--- config.mk ---
export PLATFORM = sky130hd
export DESIGN_NAME = enreg_rr_arbiter
export DESIGN_NICKNAME = d
export VERILOG_FILES = /design/src/rtl/enreg_rr_arbiter.sv
export SDC_FILE = /design/constraint.sdc
export NUM_CORES = 1
export LEC_CHECK = 0
export CORE_MARGIN = 3
export CORE_UTILIZATION = 40
export DETAILED_ROUTE_END_ITERATION = 10
export GPL_ROUTABILITY_DRIVEN = 0
export HOLD_SLACK_MARGIN = 0.05
export PLACE_DENSITY_LB_ADDON = 0.1
export SYNTH_ARGS = -nofsm -noshare
export SYNTH_HDL_FRONTEND = slang
export SYNTH_SLANG_ARGS = --single-unit
--- constraint.sdc ---
create_clock -name clk -period 3.6 [get_ports clk]
set_input_delay 0.36 -clock clk [delete_from_list [all_inputs] [get_ports clk]]
set_output_delay 0.36 -clock clk [all_outputs]
set_load 0.005 [all_outputs]
--- src/rtl/enreg_rr_arbiter.sv ---
// Round-robin arbiter sequencing N_REQ requesters onto one enabled storage register.
// Optional readback check: define ENREG_ARB_READBACK_EN to compare D_out in VERIFY.
module enreg_rr_arbiter #(
  parameter int unsigned N_REQ = 4,
  parameter int unsigned WIDTH = 1
) (
  input  logic                   clk,
  input  logic                   rst,
  input  logic [N_REQ-1:0]       req,
  input  logic [N_REQ*WIDTH-1:0] req_data,
  output logic [N_REQ-1:0]       gnt,
  output logic [N_REQ-1:0]       done,
  output logic                   err,
  output logic [WIDTH-1:0]       D_in,
  output logic                   en,
  input  logic [WIDTH-1:0]       D_out
);

  localparam int unsigned IDX_W = (N_REQ > 1) ? $clog2(N_REQ) : 1;

  typedef enum logic [1:0] {
    IDLE   = 2'd0,
    WRITE  = 2'd1,
    VERIFY = 2'd2
  } state_t;

  state_t           state, state_nxt;
  logic [IDX_W-1:0] ptr, ptr_nxt;
  logic [IDX_W-1:0] idx, idx_nxt;
  logic [IDX_W-1:0] win;
  logic             win_vld;
  logic [WIDTH-1:0] data, data_nxt;
  logic [WIDTH-1:0] d_in_nxt;
  logic [N_REQ-1:0] gnt_nxt;
  logic             en_nxt;
  logic [WIDTH-1:0] req_slice [N_REQ];

  // Per-requester view of the flat data bus
  for (genvar i = 0; i < N_REQ; i++) begin : g_slice
    assign req_slice[i] = req_data[i*WIDTH +: WIDTH];
  end

  // First asserted request scanning upward from ptr with wraparound
  always_comb begin
    logic [IDX_W-1:0] cand;
    win     = ptr;
    win_vld = 1'b0;
    cand    = '0;
    for (int unsigned k = 0; k < N_REQ; k++) begin
      cand = IDX_W'((32'(ptr) + k) % N_REQ);
      if (!win_vld && req[cand]) begin
        win     = cand;
        win_vld = 1'b1;
      end
    end
  end

  // Next-state and next registered outputs
  always_comb begin
    state_nxt = state;
    ptr_nxt   = ptr;
    idx_nxt   = idx;
    data_nxt  = data;
    d_in_nxt  = D_in;
    gnt_nxt   = '0;
    en_nxt    = 1'b0;
    case (state)
      IDLE: begin
        if (win_vld) begin
          state_nxt    = WRITE;
          idx_nxt      = win;
          data_nxt     = req_slice[win];
          d_in_nxt     = req_slice[win];
          gnt_nxt[win] = 1'b1;
          en_nxt       = 1'b1;
        end
      end
      WRITE: begin
        state_nxt = VERIFY;
      end
      VERIFY: begin
        state_nxt = IDLE;
        ptr_nxt   = (idx == IDX_W'(N_REQ - 1)) ? '0 : IDX_W'(idx + 1'b1);
      end
      default: begin
        state_nxt = IDLE;
      end
    endcase
  end

  always_ff @(posedge clk) begin
    if (rst) state <= IDLE;
    else     state <= state_nxt;
  end

  always_ff @(posedge clk) begin
    if (rst) begin
      ptr  <= '0;
      idx  <= '0;
      data <= '0;
      gnt  <= '0;
      en   <= 1'b0;
      D_in <= '0;
    end else begin
      ptr  <= ptr_nxt;
      idx  <= idx_nxt;
      data <= data_nxt;
      gnt  <= gnt_nxt;
      en   <= en_nxt;
      D_in <= d_in_nxt;
    end
  end

  // Completion pulse decoded from state so it lines up with the readback cycle
  always_comb begin
    done = '0;
    if (state == VERIFY) done[idx] = 1'b1;
  end

`ifdef ENREG_ARB_READBACK_EN
  assign err = (state == VERIFY) && (D_out != data);
`else
  logic unused_d_out;
  assign unused_d_out = ^D_out;
  assign err          = 1'b0;
`endif

endmodule

# Word level (Yosys, flattened, before mapping)
# Index checks and enable logic that the tools add are counted.
dict set report totals {
  regBits 12
  latch_bits 0
  ram_bits 0
  mem_bits_ro 0
  in_bits 11
  out_inout_bits 11
  elab_cells 65
  mem_count 0
}
dict set report classes {
  n_addsub 4
  multipliers 0
  div 0
  n_lt_le_gt_ge 9
  eq_ne 4
  shift 0
  muxes 27
  bitwise 3
  reduce_logical 12
}
# op n
set op_table {}
lappend op_table {{less-than comparator 2 x 3 -> 1 bit, second input constant} 6}
lappend op_table {{2-to-1 mux 1 bit} 13}
lappend op_table {{binary-select mux 1 bit (select 2 bit)} 5}
lappend op_table {{2-to-1 mux 2 bit} 5}
lappend op_table {{logical AND 1 bit} 5}
lappend op_table {{adder 2 x 1 -> 2 bit, second input constant} 2}
lappend op_table {{adder 2 bit, second input constant} 2}
lappend op_table {{demux 1 bit (select 2 bit)} 2}
lappend op_table {{== test 2 bit, second input constant} 2}
lappend op_table {{>= comparator 2 x 1 -> 1 bit, second input constant} 2}
lappend op_table {{2-to-1 mux 4 bit} 1}
lappend op_table {{case mux 2 bit (2 select lines)} 1}
lappend op_table {{>= comparator 3 bit, second input constant} 1}
lappend op_table {{zero test 1 bit} 3}
lappend op_table {{NOT 2 -> 3 bit} 1}
lappend op_table {{OR reduction 3 bit} 1}
lappend op_table {{== test 2 x 1 -> 1 bit, second input constant} 1}
lappend op_table {{zero test 2 bit} 1}
lappend op_table {{!= test 2 bit, second input constant} 1}
lappend op_table {{NOT 1 bit} 2}
lappend op_table {{AND reduction 2 bit} 1}
lappend op_table {{OR reduction 2 bit} 1}

# Longest topological paths before layout
# Gate-level depths: netlist of run 1.
dict set report logic_depth {
  word_depth 16
  depth_mapped 5
}

# Worst setup path before layout of run 1
# OpenSTA, ideal clock, no wires.
dict set report synth_timing {
  path_kind {input to register}
  startpoint {in req[2]}
  endpoint {reg D_in}
  setup_time_ns 0.128
  arrival_ns 1.402
  required_time_ns 3.472
  path_slack_ns 2.071
  stages 5
  cell_sequence {nor2b_1 o21bai_1 a221oi_4 mux2i_1 o221ai_2}
}
dict set report synth_via {
  elab_chain_len 16
  word_cells_on_any_way 26
  classes_between {mux (18); bitwise (1); reduce/logical (7)}
}
# item line
set synth_rtl {}
lappend synth_rtl {{from (decl)} 9} ;# input logic [N_REQ-1:0] req,
lappend synth_rtl {{binary-select mux 1 bit (select 2 bit)} 51} ;# if (!win_vld && req[cand]) begin
lappend synth_rtl {{2-to-1 mux 1 bit (implied by the code)} 51}
lappend synth_rtl {{2-to-1 mux 1 bit} 51}
lappend synth_rtl {{zero test 1 bit} 51}
lappend synth_rtl {{logical AND 1 bit} 51}
lappend synth_rtl {{2-to-1 mux 1 bit} 51}
lappend synth_rtl {{zero test 1 bit} 51}
lappend synth_rtl {{logical AND 1 bit} 51}
lappend synth_rtl {{2-to-1 mux 1 bit} 51}
lappend synth_rtl {{zero test 1 bit} 51}
lappend synth_rtl {{logical AND 1 bit} 51}
lappend synth_rtl {{2-to-1 mux 2 bit} 51}
lappend synth_rtl {{NOT 2 -> 3 bit (implied by the code)} 73} ;# d_in_nxt = req_slice[win];
lappend synth_rtl {{binary-select mux 1 bit (select 2 bit)} 73}
lappend synth_rtl {{2-to-1 mux 1 bit (implied by the code) (2 in series)} 73}
lappend synth_rtl {{to (signal assigned)} 110} ;# D_in <= d_in_nxt;
lappend synth_rtl {{to (decl)} 14} ;# output logic [WIDTH-1:0] D_in,
# Parallel ways exist; a longest one is shown, timed or not. The select of a mux whose other input is x is not followed.
# A chain may end at the register's enable or synchronous reset.

# Worst setup path after layout of run 1
dict set report layout_timing {
  startpoint {reg state[1]}
  endpoint {out done[2]}
}
dict set report layout_via {
  elab_chain_len 2
}
# item line
set layout_rtl {}
lappend layout_rtl {{from (decl)} 27} ;# state_t state, state_nxt;
lappend layout_rtl {{from (signal assigned)} 93} ;# else state <= state_nxt;
lappend layout_rtl {{== test 2 bit} 117} ;# if (state == VERIFY) done[idx] = 1'b1;
lappend layout_rtl {{2-to-1 mux 4 bit} 117}
lappend layout_rtl {{to (decl)} 12} ;# output logic [N_REQ-1:0] done,
# No other way between the ends.

==> flow_summary.json, run 1 <==
{
  "use_met2": 0.218,
  "dr_total_vias": 525,
  "nets": 104,
  "antennaDiodeCount": 0,
  "place_inst": 99,
  "overflow": 0,
  "clock_latency_ns": 0.28,
  "synth_cells": 67,
  "synth_compound_area_frac": 0.168,
  "num_rows": 13,
  "fin_crit_ns": 2.06,
  "pwr-share-clk": 0.333,
  "crit_required_ns": 3.24,
  "grt_pass1_wl_um": 2020,
  "synth.distinct_cells": 23,
  "clkSinkCount": 12,
  "place_area_um2": 808,
  "cts_inserted_buffers": 3,
  "use_met3": 0.0717,
  "yosysWarnings": 0,
  "fmax_mhz": 484,
  "synth-xor-area-share": 0,
  "synth_area_per_cell_um2": 9.11,
  "finalPower_mw": 0.323,
  "whs_ns": 0.440,
  "fin_worst_skew_ns": 0.00288,
  "grt-busiest-layer": "met2",
  "p_switching_mw": 0.0829,
  "p_leak_nw": 0.338,
  "clkTransAtPathRegs_ns": 0.07,
  "synth-seq-cells": 12,
  "power.share.combinational": 0.207,
  "rsz0062_at_grt": "no",
  "antenna_found_initial": 0,
  "grt_max_degree": 9,
  "met1_usage": 0.166,
  "drt-total-wl_um": 1230,
  "relSlewSlack": 0.589,
  "worst-slew-pin-transition_ns": 0.609,
  "numPortBuffers": 19,
  "routed_via_density": 5.10,
  "drt_iter0_drc": 2,
  "coreArea_um2": 1370,
  "tritoncts": "yes",
  "start_util": 0.447,
  "start_kind": "flip-flop",
  "hold_viol": 0,
  "period_share": 0.573,
  "die_area_um2": 2030,
  "avgRoutedWirePerCell_um": 12.0,
  "synthSimpleGateAreaFrac": 0.219,
  "grt_pass1_vias": 474,
  "synthMuxAreaShare": 0.0820,
  "cts_htree_levels": 1,
  "setup_viol": 0,
  "synth_area_leader_cell": "dfxtp_1",
  "synthAdderAreaFrac": 0.0820,
  "postCtsSetupBuffers": 0,
  "arrival_ns": 1.70,
  "power_frac_seq": 0.459,
  "hold_buffers": 0,
  "ioPinCount": 22,
  "yosys-top-cells-area": "dfxtp_1 (39%), nor2_1 (9.2%), ha_1 (8.2%), mux2i_1 (8.2%), a221oi_4 (4.3%)",
  "layout.cells.most_common": "clkdlybuf4s50_1",
  "crit_start": "state[1]",
  "yosysSeqAreaShare": 0.393,
  "swShare": 0.256,
  "clock_path_buffers": 2,
  "crit_path_end_kind": "output port",
  "first_pass_iters": 4,
  "drive_gt1_frac": 0.0795,
  "track_usage": 0.146,
  "rr_startpoint": "ptr[1]",
  "syn_nets": 82,
  "final_cell_count_no_fill": 103,
  "cp_max_fo": 7,
  "die_w_um": 45.1,
  "setup_tns_ns": 0,
  "hp-class": "reg2reg",
  "drv_cap": 0,
  "dp_hpwl_um": 936,
  "peakVddDrop_uv": 302,
  "synth_area_um2": 611,
  "internal-power_mw": 0.240,
  "p_per_area_nw_per_um2": 383,
  "ctsResizeCount": 0,
  "final_cell_mix": "clkdlybuf4s50_1 (19), nor2_1 (15), dfxtp_1 (12), inv_1 (5), mux2i_1 (5)",
  "finalInstanceArea_um2": 845,
  "drv_slew": 0,
  "drc": 0,
  "die_y_um": 45.1,
  "critPathKind": "reg2out",
  "ant_nets": 0,
  "synth_top_family_by_area": "simple AND/OR/NAND/NOR gates",
  "status": "finished, final reports clean",
  "area_delta_synth_final_pct": 38.3,
  "min-delay-start": "state[1]",
  "clockRootBuffer": "clkbuf_4",
  "yosysTopAreaCellShare": 0.393
}
## per-stage QoR
| stage | worst slack [ns] | utilization |
|---|---|---|
| after floorplan | 2.07 | - |
| after global placement | 1.45 | 0.592 |
| after detailed placement | 1.44 | 0.592 |
| after CTS | 1.51 | 0.618 |
| after global routing | 1.35 | 0.618 |
| final | 1.54 | 0.618 |
## area by class of cell
cell class | count | area (µm²)
Fill cell | 126 | 522
Multi-Input combinational cell | 48 | 340
Sequential cell | 12 | 240
Timing Repair Buffer | 19 | 190
Clock buffer | 4 | 36.3
Inverter | 5 | 18.8
Tap cell | 15 | 18.8
## power groups by stage
stage | logic [mW] | registers [mW] | clock network (mW)
global placement | 0.0660 | 0.151 | 0
finish | 0.0670 | 0.148 | 0.108
detailed placement | 0.0672 | 0.152 | 0
floorplan | 0.0370 | 0.151 | 0
global route | 0.0742 | 0.150 | 0.122
CTS | 0.0678 | 0.149 | 0.113
## critical path, stage by stage, from the launching register on
cell	delay (ns)
dfxtp_1	0.34
nor2b_1	0.40
and2_1	0.19
clkdlybuf4s50_1	0.49
## cell families after synthesis
family | count (synthesis)
other | 1
AND/OR/NAND/NOR | 28
buffers and inverters | 7
multiplexers | 5
AO/OA/AOI/OAI | 10
flip-flops | 12
adder cells (fa/ha/maj) | 4
## state kept, by name, indices dropped and copies added, names as in the netlist
| signal | cells |
|---|---|
| D_in | 1 |
| en | 1 |
| gnt | 4 |
| idx | 2 |
| ptr | 2 |
| state | 2 |
## synthesized netlist by cell type
cell      count
a21oi_1       2
a221oi_4      1
and2_1        4
buf_4         1
clkbuf_1      1
conb_1        1
dfxtp_1      12
ha_1          4
inv_1         5
mux2i_1       5
nand2_1       2
nand2b_1      2
nand3b_1      1
nor2_1       15
nor2b_1       2
nor3_1        1
nor3b_1       1
o21ai_0       1
o21bai_1      2
o221ai_2      1
o22ai_1       1
o41ai_1       1
o41ai_2       1
## per-layer routing
metal | up-vias | share of wire
li1 | 264 | -
met1 | 239 | 0.41
met2 | 17 | 0.46
met3 | 5 | 0.093
met4 | 0 | 0.028
met5 | - | 0
## final timing paths
kind | end | slack, ns | cells after the start
worst min-delay path | state[1] | 0.44 | 1
worst max register to register | D_in | 1.94 | 4
worst min register to register | state[1] | 0.44 | 1
worst max-delay path | done[2] | 1.54 | 3
Power figures use the tool's default switching activity.
==> run 2: changes to the inputs <==
--- a/config.mk
+++ b/config.mk
@@ -6,7 +6,7 @@
 export NUM_CORES = 1
 export LEC_CHECK = 0
 export CORE_MARGIN = 3
-export CORE_UTILIZATION = 40
+export CORE_UTILIZATION = 38
 export DETAILED_ROUTE_END_ITERATION = 10
 export GPL_ROUTABILITY_DRIVEN = 0
 export HOLD_SLACK_MARGIN = 0.05
==> constraint.sdc (replaced) <==
create_clock -name clk -period 1.75 [get_ports clk]
set_input_delay 0.175 -clock clk [delete_from_list [all_inputs] [get_ports clk]]
set_output_delay 0.175 -clock clk [all_outputs]
set_load 0.005 [all_outputs]
==> flow_summary.json, run 2 (synthesis gave the netlist of run 1 again) <==
{
  "status": "finished, final reports clean",
  "start_util": 0.436,
  "antenna_found_initial": 0,
  "drive_gt1_frac": 0.160,
  "clkTransAtPathRegs_ns": 0.07,
  "swShare": 0.247,
  "period_share": 0.953,
  "internal-power_mw": 0.508,
  "tritoncts": "yes",
  "fmax_mhz": 600,
  "power_frac_seq": 0.454,
  "numPortBuffers": 19,
  "largest-register": "gnt",
  "grt_pass1_vias": 473,
  "cts_htree_levels": 1,
  "antennaDiodeCount": 0,
  "drt-total-wl_um": 1220,
  "ant_nets": 0,
  "num_rows": 13,
  "worstReg2RegEnd": "D_in",
  "arrival_ns": 1.49,
  "area_delta_synth_final_pct": 46.1,
  "fin_worst_skew_ns": 0.00473,
  "ioPinCount": 22,
  "postCtsSetupBuffers": 0,
  "slowest_delay_ns": 0.50,
  "p_per_area_nw_per_um2": 756,
  "setup_viol": 0,
  "track_usage": 0.134,
  "nFillCells": 133,
  "grt-busiest-layer": "met2",
  "dr_total_vias": 504,
  "crit_start": "state[1]",
  "layout.cells.most_common": "clkdlybuf4s50_1",
  "p_switching_mw": 0.166,
  "power.share.combinational": 0.225,
  "drv_cap": 0,
  "cpMaxStageDelayCell": "clkdlybuf4s50_1",
  "final_util": 0.638,
  "pwr-share-clk": 0.321,
  "crit_required_ns": 1.57,
  "cts_inserted_buffers": 3,
  "r2r_slack_ns": 0.23,
  "critPathKind": "reg2out",
  "clock_latency_ns": 0.27,
  "post-place-ws_ns": -0.0796,
  "worstPathCellList": "nor2b_1, buf_4, and2_1, clkdlybuf4s50_1",
  "clockRootBuffer": "clkbuf_4",
  "hold_viol": 0,
  "finalPower_mw": 0.674,
  "largest_register_ff_count": 4,
  "clkSinkCount": 12,
  "avgRoutedWirePerCell_um": 11.2,
  "dp_hpwl_um": 947,
  "rsz0062_at_grt": "no",
  "grt_pass1_wl_um": 2000,
  "clock_path_buffers": 2,
  "met1_usage": 0.165,
  "hp-class": "reg2reg",
  "drv_slew": 0,
  "drt_iter0_drc": 6,
  "coreArea_um2": 1400,
  "start_kind": "flip-flop",
  "die_w_um": 46.1,
  "crit_path_end_kind": "output port",
  "die_y_um": 46.1,
  "worst_slack_ns": 0.0830,
  "die_area_um2": 2120,
  "drc": 0,
  "use_met2": 0.209,
  "nets": 110,
  "peakVddDrop_uv": 491,
  "overflow": 0,
  "reg2reg_depth": 5,
  "first_pass_iters": 4,
  "hold_buffers": 0,
  "final_cell_mix": "clkdlybuf4s50_1 (19), nor2_1 (15), dfxtp_1 (10), buf_4 (6)",
  "rr_startpoint": "ptr[1]",
  "ctsResizeCount": 0,
  "cp-endpoint": "done[3]",
  "routed_via_density": 4.62,
  "cp_max_fo": 7,
  "grt_max_degree": 9,
  "use_met3": 0.0273,
  "p_leak_nw": 0.369,
  "fin_crit_ns": 1.67
}
-- run 2: changes by cell type in the layout (fill, tap and decap cells not counted), sizes merged --
| cell | before | now |
|---|---|---|
| buf | 0 | 6 |
-- run 2: power groups by stage --
stage                     Combinational, mW  Clock [mW]  Sequential, mW
after floorplan                      0.0761           0           0.311
after global placement                0.152           0           0.311
after detailed placement              0.153           0           0.312
after CTS                             0.154       0.226           0.305
after global routing                  0.168       0.238           0.309
final                                 0.152       0.217           0.306
-- run 2: final cells by class --
cell class	count	area (µm²)	share of cell area
inverter	5	18.8	0.0210
clock buffer	4	36.3	0.0407
sequential	12	243	0.272
timing repair buffer	25	235	0.264
tap	15	18.8	0.0210
multi-input combinational	48	340	0.381
-- run 2: worst max-delay path: cells and delay by family (launching register included) --
family	cells	cell delay, ns
AND/OR/NAND/NOR	2	0.24
flip-flops	1	0.34
buffers and inverters	2	0.65
-- run 2: routing by layer --
metal | wire (µm) | share of wire
met5 | 0 | 0
met4 | 10 | 0.0082
met3 | 105 | 0.086
met2 | 540 | 0.44
met1 | 568 | 0.46
-- run 2: worst min path at each step --
stage | startpoint | to | slack, ns | cells after the start
4_1_cts | state[1] | state[1] | 0.46 | 1
3_3_place_gp | state[1] | state[1] | 0.42 | 1
3_5_place_dp | state[1] | state[1] | 0.44 | 1
5_1_grt | state[1] | state[1] | 0.45 | 1
6_report | state[1] | state[1] | 0.42 | 1
2_1_floorplan | req[3] | state[0] | 0.37 | 2
-- run 2: per-stage QoR --
stage | std cells | setup TNS, ns | hold slack, ns | instance area [µm²]
after floorplan | 67 | 0 | 0.367 | 611
after global placement | 105 | -0.0708 | 0.424 | 853
after detailed placement | 105 | -0.0857 | 0.437 | 853
after CTS | 109 | 0 | 0.456 | 890
after global routing | 109 | 0 | 0.449 | 892
final | 109 | 0 | 0.419 | 892
